--- config.mk ---
export PLATFORM = sky130hd
export DESIGN_NAME = div11x11
export DESIGN_NICKNAME = d
export VERILOG_FILES = /design/src/rtl/div11x11_pkg.sv /design/src/rtl/div11x11_div_step.sv /design/src/rtl/div11x11.sv
export SDC_FILE = /design/constraint.sdc
export NUM_CORES = 1
export LEC_CHECK = 0
export ABC_CLOCK_PERIOD_IN_PS = 2770
export BUFFER_PORTS_ARGS = -buffer_cell sky130_fd_sc_hd__buf_2
export CORE_MARGIN = 4
export CORE_UTILIZATION = 55
export CTS_CLUSTER_SIZE = 12
export DETAILED_ROUTE_END_ITERATION = 10
export GPL_TIMING_DRIVEN = 1
export PLACE_DENSITY = 0.84
export SETUP_SLACK_MARGIN = 0.05
export SLEW_MARGIN = 20
export SYNTH_ARGS = -nofsm -noshare
export SYNTH_HDL_FRONTEND = slang
export SYNTH_SLANG_ARGS = --single-unit
--- constraint.sdc ---
create_clock -name clk -period 2.77 [get_ports clk]
set_input_delay 0.554 -clock clk [delete_from_list [all_inputs] [get_ports clk]]
set_output_delay 0.554 -clock clk [all_outputs]
set_load 0.01 [all_outputs]
--- src/rtl/div11x11_pkg.sv ---
// Shared FP mantissa-path definitions: widths, divider FSM encoding and
// the operand-load helper used by the mantissa divider.
package div11x11_pkg;

  // Stored mantissa width (hidden bit not included).
  localparam int MW = 10;
  // Quotient width: one integer bit plus MW+1 fraction bits.
  localparam int QW = MW + 2;
  // Operand width once the hidden 1 is prepended.
  localparam int OW = MW + 1;
  // Partial-remainder width: two guard bits above the operand.
  localparam int RW = MW + 3;
  // Iteration counter width, enough to count 0..QW-1.
  localparam int CW = $clog2(QW);

  typedef enum logic [1:0] {
    ST_IDLE = 2'd0,
    ST_ITER = 2'd1,
    ST_DONE = 2'd2
  } div_state_e;

  // Initial partial remainder: dividend with hidden bit and two zero guard bits.
  function automatic logic [RW-1:0] load_rem(input logic [MW-1:0] frac);
    load_rem = {2'b00, 1'b1, frac};
  endfunction

  // Divisor with its hidden bit restored.
  function automatic logic [OW-1:0] load_div(input logic [MW-1:0] frac);
    load_div = {1'b1, frac};
  endfunction

endpackage : div11x11_pkg

--- src/rtl/div11x11_div_step.sv ---
// One restoring-division iteration: compare the partial remainder with the
// divisor and subtract when it fits. The caller applies the left shift.
module div_step
  import div11x11_pkg::*;
(
  input  logic [RW-1:0] r_i,
  input  logic [OW-1:0] d_i,
  output logic          q_o,
  output logic [RW-1:0] rn_o
);

  logic [RW-1:0] d_ext_s;
  logic          ge_s;

  assign d_ext_s = {2'b00, d_i};
  assign ge_s    = (r_i >= d_ext_s);

  // Restore (keep R) when the divisor does not fit, otherwise subtract it.
  always_comb begin
    q_o  = 1'b0;
    rn_o = r_i;
    if (ge_s) begin
      q_o  = 1'b1;
      rn_o = r_i - d_ext_s;
    end else begin
      q_o  = 1'b0;
      rn_o = r_i;
    end
  end

endmodule : div_step

--- src/rtl/div11x11.sv ---
// Sequential restoring mantissa divider. Accepts two stored mantissas on a
// start pulse, runs QW restoring iterations and presents the quotient
// floor({1,f1} * 2^(MW+1) / {1,f2}) with a sticky bit for rounding.
module div11x11
  import div11x11_pkg::*;
(
  input  logic          clk,
  input  logic          reset,
  input  logic          st,
  input  logic [MW-1:0] f1,
  input  logic [MW-1:0] f2,
  output logic          done,
  output logic [QW-1:0] result,
  output logic          sticky,
  output logic          busy
);

  localparam logic [CW-1:0] CNT_LAST = CW'(QW - 1);

  div_state_e    state_q, state_d;
  logic [RW-1:0] rem_q, rem_d;
  logic [OW-1:0] dvs_q, dvs_d;
  logic [QW-1:0] quo_q, quo_d;
  logic [CW-1:0] cnt_q, cnt_d;
  logic [QW-1:0] result_q, result_d;
  logic          sticky_q, sticky_d;
  logic          done_q, done_d;
  logic          busy_q, busy_d;

  logic          step_q_s;
  logic [RW-1:0] step_rn_s;

  div_step u_div_step (
    .r_i  (rem_q),
    .d_i  (dvs_q),
    .q_o  (step_q_s),
    .rn_o (step_rn_s)
  );

  // State, datapath and output registers; reset clears everything at once.
  always_ff @(posedge clk or posedge reset) begin
    if (reset) begin
      state_q  <= ST_IDLE;
      rem_q    <= {RW{1'b0}};
      dvs_q    <= {OW{1'b0}};
      quo_q    <= {QW{1'b0}};
      cnt_q    <= {CW{1'b0}};
      result_q <= {QW{1'b0}};
      sticky_q <= 1'b0;
      done_q   <= 1'b0;
      busy_q   <= 1'b0;
    end else begin
      state_q  <= state_d;
      rem_q    <= rem_d;
      dvs_q    <= dvs_d;
      quo_q    <= quo_d;
      cnt_q    <= cnt_d;
      result_q <= result_d;
      sticky_q <= sticky_d;
      done_q   <= done_d;
      busy_q   <= busy_d;
    end
  end

  // Next-state and datapath update for the IDLE / ITER / DONE sequence.
  always_comb begin
    state_d  = state_q;
    rem_d    = rem_q;
    dvs_d    = dvs_q;
    quo_d    = quo_q;
    cnt_d    = cnt_q;
    result_d = result_q;
    sticky_d = sticky_q;
    done_d   = done_q;
    busy_d   = busy_q;

    case (state_q)
      ST_IDLE: begin
        // Operands are captured only here; the previous result is held
        // until the new operation completes.
        if (st) begin
          rem_d   = load_rem(f1);
          dvs_d   = load_div(f2);
          quo_d   = {QW{1'b0}};
          cnt_d   = {CW{1'b0}};
          done_d  = 1'b0;
          busy_d  = 1'b1;
          state_d = ST_ITER;
        end else begin
          state_d = ST_IDLE;
        end
      end

      ST_ITER: begin
        // Shift the new quotient bit in MSB-first; the remainder after a
        // restore is always below 2*D, so dropping its top bit is lossless.
        quo_d = {quo_q[QW-2:0], step_q_s};
        rem_d = {step_rn_s[RW-2:0], 1'b0};
        cnt_d = cnt_q + {{(CW-1){1'b0}}, 1'b1};
        if (cnt_q == CNT_LAST) begin
          state_d = ST_DONE;
        end else begin
          state_d = ST_ITER;
        end
      end

      ST_DONE: begin
        // Any nonzero leftover remainder means the quotient is inexact.
        result_d = quo_q;
        sticky_d = |rem_q;
        done_d   = 1'b1;
        busy_d   = 1'b0;
        state_d  = ST_IDLE;
      end

      default: begin
        done_d  = 1'b0;
        busy_d  = 1'b0;
        state_d = ST_IDLE;
      end
    endcase
  end

  assign done   = done_q;
  assign result = result_q;
  assign sticky = sticky_q;
  assign busy   = busy_q;

endmodule : div11x11

==> summary.md <==
| Metric | Value |
|---|---|
| Vias/cell | 5.70 |
| Relative max-transition margin | 54.4% |
| Initial antenna violation count | 0 |
| WP data arrival | 2.64 ns |
| Gate Count Post-Synth | 256 |
| Reg-to-reg slack, setup | 0.34 ns |
| #FFs+latches synth | 57 |
| Share of layout cells above drive strength 1 | 29.2% |
| Cts-stage hold buffer count | 0 |
| Initial Util | 56.4% |
| Post-route ant nets | 0 |
| Total GRT Usage | 20.9% |
| DP Worst Slack | 0.417 ns |
| ANT cells | 0 |
| IO Pins | 38 |
| R2R depth | 8 |
| Crit path time final | 2.43 ns |
| Clock latency on the worst-skew pair | 0.34 ns |
| Max-Cap Viols | 0 |
| Setup TNS Final | 0 ns |
| H-tree levels | 3 |
| Leak | 1.68 nW |
| Core area | 5070 um2 |
| Startpoint types | flop |
| Cell Rows | 26 |
| Synth area leader | dfrtp_1 |
| First-pass GRT wire length | 9.92 mm |
| Ranking of synthesized cells by area | dfrtp_1 50%, mux2_2 9.0%, ha_1 5.2% |
| Post-CTS Resized | 0 |
| Final instance area | 3330 um2 |
| Synth top area share | 49.8% |
| Status | complete, no violations |
| Die area | 6430 um2 |
| Die width | 80.2 um |
| VDD IR max | 0.000846 V |
| Wire length per cell | 16.0 um |
| Area Overhead vs Synth | 16.2% |
| RePlAce Congestion | 0.901 |
| Final setup fails | 0 |
| Number of synthesized flops with an enable pin | 0 |
| Total number of vias | 2,114 |
| Register area | 1430 um2 |
| Critical path type | reg2reg |
| Core Util, Final | 65.6% |
| IO Port Bufs | 37 |
| Pins Over Slew Limit | 0 |
| Syn avg cell area | 11.2 um2 |
| Fmax | 412 MHz |
| Post-CTS Setup Inserts | 0 |
| Setup WS post-layout | 0.341 ns |
| DP HPWL | 4.00 mm |
| Syn nets | 292 |
| Clock Sinks | 57 |
| DRC viols | 0 |
| Reg clk slew, reported paths | 0.06 ns |
| Post-Route WL | 5.92 mm |
| Worst Path Max Fanout | 7 |
| Hold Crit Class | in2async |
| CTS root buf | clkbuf_8 |
| Synthesis Warnings | 0 |
| Die Height | 80.2 um |
| R2r endpoint | rem_q[7] |
| Vias in the first global route | 2,098 |
| Placement Cell Area | 3120 um2 |
| Clock buffer depth | 2 |
| Area of the multi-input gates | 1320 um2 |
| Clock buffer count from CTS | 9 |
| GR Overflow Total | 0 |
| Largest net degree at the start of global routing | 58 |
| Nets | 333 |
| Share of flip-flops with an asynchronous set or reset | 100% |
| Final worst-path cycle share | 87.7% |
| Drt first pass iters | 4 |
| Dominant synthesized flop cell | dfrtp_1 |
| Worst Path Required | 2.98 ns |
| Worst-Margin Slew | 0.684 ns |
| Drt initial violations | 120 |
| Final Hold Vio Count | 0 |
| Post-synthesis cell type count | 43 |
| TritonCTS clock tree | built |
| CP endpoint kind | flop |
| Register area share after synthesis | 49.8% |
| RSZ-0062 raised after global routing | false |
| Cell area power density | 1520 nW/um2 |
| Post-Syn Area | 2860 um2 |
| Clk_skew | 0.00537 ns |
| Reg-to-Reg Start | rem_q[5] |
| Total power | 5.06 mW |
| Fillers | 410 |
-- layout make-up --
class                   count  area share, %
clock buffers              12           4.36
clock inverters             3           1.95
inverters                  17           1.92
multi-input cells         170           39.6
flip-flops and latches     57           42.9
well taps                  70           2.63
repair buffers             42           6.69
-- metrics by stage --
| stage | hold WS, ns | instances |
|---|---|---|
| 6_report | 0.407 | 371 |
| 2_1_floorplan | 0.418 | 256 |
| 3_5_place_dp | 0.442 | 356 |
| 3_3_place_gp | 0.434 | 356 |
| 5_1_grt | 0.429 | 371 |
| 4_1_cts | 0.423 | 371 |
-- cell usage after synthesis (2+ instances only) --
| cell | number |
|---|---|
| nor4_1 | 2 |
| a21o_1 | 3 |
| inv_1 | 17 |
| and3_2 | 2 |
| mux2_2 | 23 |
| a22oi_1 | 2 |
| a2bb2oi_1 | 2 |
| a31oi_1 | 5 |
| buf_2 | 3 |
| nor3_1 | 2 |
| a21oi_1 | 17 |
| or2_2 | 3 |
| and3_1 | 3 |
| xor2_1 | 5 |
| dfrtp_1 | 57 |
| ha_1 | 12 |
| nor2_1 | 7 |
| a22o_1 | 13 |
| nand2_1 | 11 |
| o21ai_0 | 10 |
| xnor2_1 | 4 |
| o22ai_1 | 8 |
| nand3_1 | 3 |
| clkbuf_1 | 8 |
| mux2i_1 | 8 |
| nor2b_1 | 3 |
| nand4_1 | 2 |
| nand2b_1 | 6 |
-- cell families (layout without fill, tap and decap cells) --
kind of cell	after synthesis	count (layout)	share of synthesized area, %
adders and majority gates	13	13	5.94
xor gates and xnor gates	9	9	2.75
DFF	57	57	49.8
muxes	31	31	11.8
buffers and inverters	29	74	4.19
and+or+nand+nor	47	47	8.87
AOI/OAI and AO/OA	70	70	16.6
-- worst max-delay path: stages, from the launching register on --
cell       delay, ns
dfrtp_1         0.41
ha_1            0.44
nand4_1         0.15
a2bb2oi_1       0.17
o21a_1          0.14
o21ai_2         0.42
buf_4           0.26
mux2i_1         0.22
o22ai_1         0.09
-- report_power, final --
group | internal [mW] | leakage (nW) | total (mW) | switching, mW
registers | 1.24 | 0.705 | 1.53 | 0.297
logic | 1.28 | 0.867 | 2.69 | 1.41
clock network | 0.525 | 0.106 | 0.841 | 0.316
-- how the worst max path moves through the flow --
stage	start	end	slack, ns	cells after the start
after floorplan	rem_q[0]	rem_q[7]	0.71	10
after global placement	rem_q[0]	rem_q[11]	0.50	10
after detailed placement	rem_q[1]	rem_q[7]	0.42	8
after CTS	rem_q[5]	rem_q[1]	0.37	7
after global routing	rem_q[5]	rem_q[1]	0.20	7
final	rem_q[5]	rem_q[7]	0.34	8
-- sequential cells by signal (all words and copies together) (netlist names) --
| name | flops |
|---|---|
| rem_q | 13 |
| quo_q | 12 |
| result | 12 |
| dvs_q | 11 |
| cnt_q | 4 |
| state_q | 2 |
| busy | 1 |
| done | 1 |
| sticky | 1 |
-- cells in the final DEF (no fill, tap or decap), types with 2 or more instances in the layout --
master / instances
dfrtp_1: 57
buf_2: 37
mux2_2: 23
a21oi_1: 17
inv_1: 16
a22o_1: 13
ha_1: 12
nand2_1: 11
o21ai_0: 10
clkbuf_8: 10
o22ai_1: 8
mux2i_1: 8
nor2_1: 7
nand2b_1: 6
a31oi_1: 5
xor2_1: 5
buf_4: 5
xnor2_1: 4
nor2b_1: 3
or2_2: 3
nand3_1: 3
a21o_1: 3
and3_1: 3
nand4_1: 2
and3_2: 2
a2bb2oi_1: 2
a22oi_1: 2
nor3_1: 2
nor4_1: 2
clkbuf_1: 2
bufinv_16: 2
-- layer usage --
layer | vias up | GRT usage, % | part of all wire, %
li1 | 1006 | - | -
met1 | 1016 | 25.9 | 42
met2 | 71 | 32.4 | 48
met3 | 21 | 6.05 | 6.4
met4 | 0 | 12.5 | 3.4
met5 | - | 0 | 0
(Power assumes the default switching activity.)
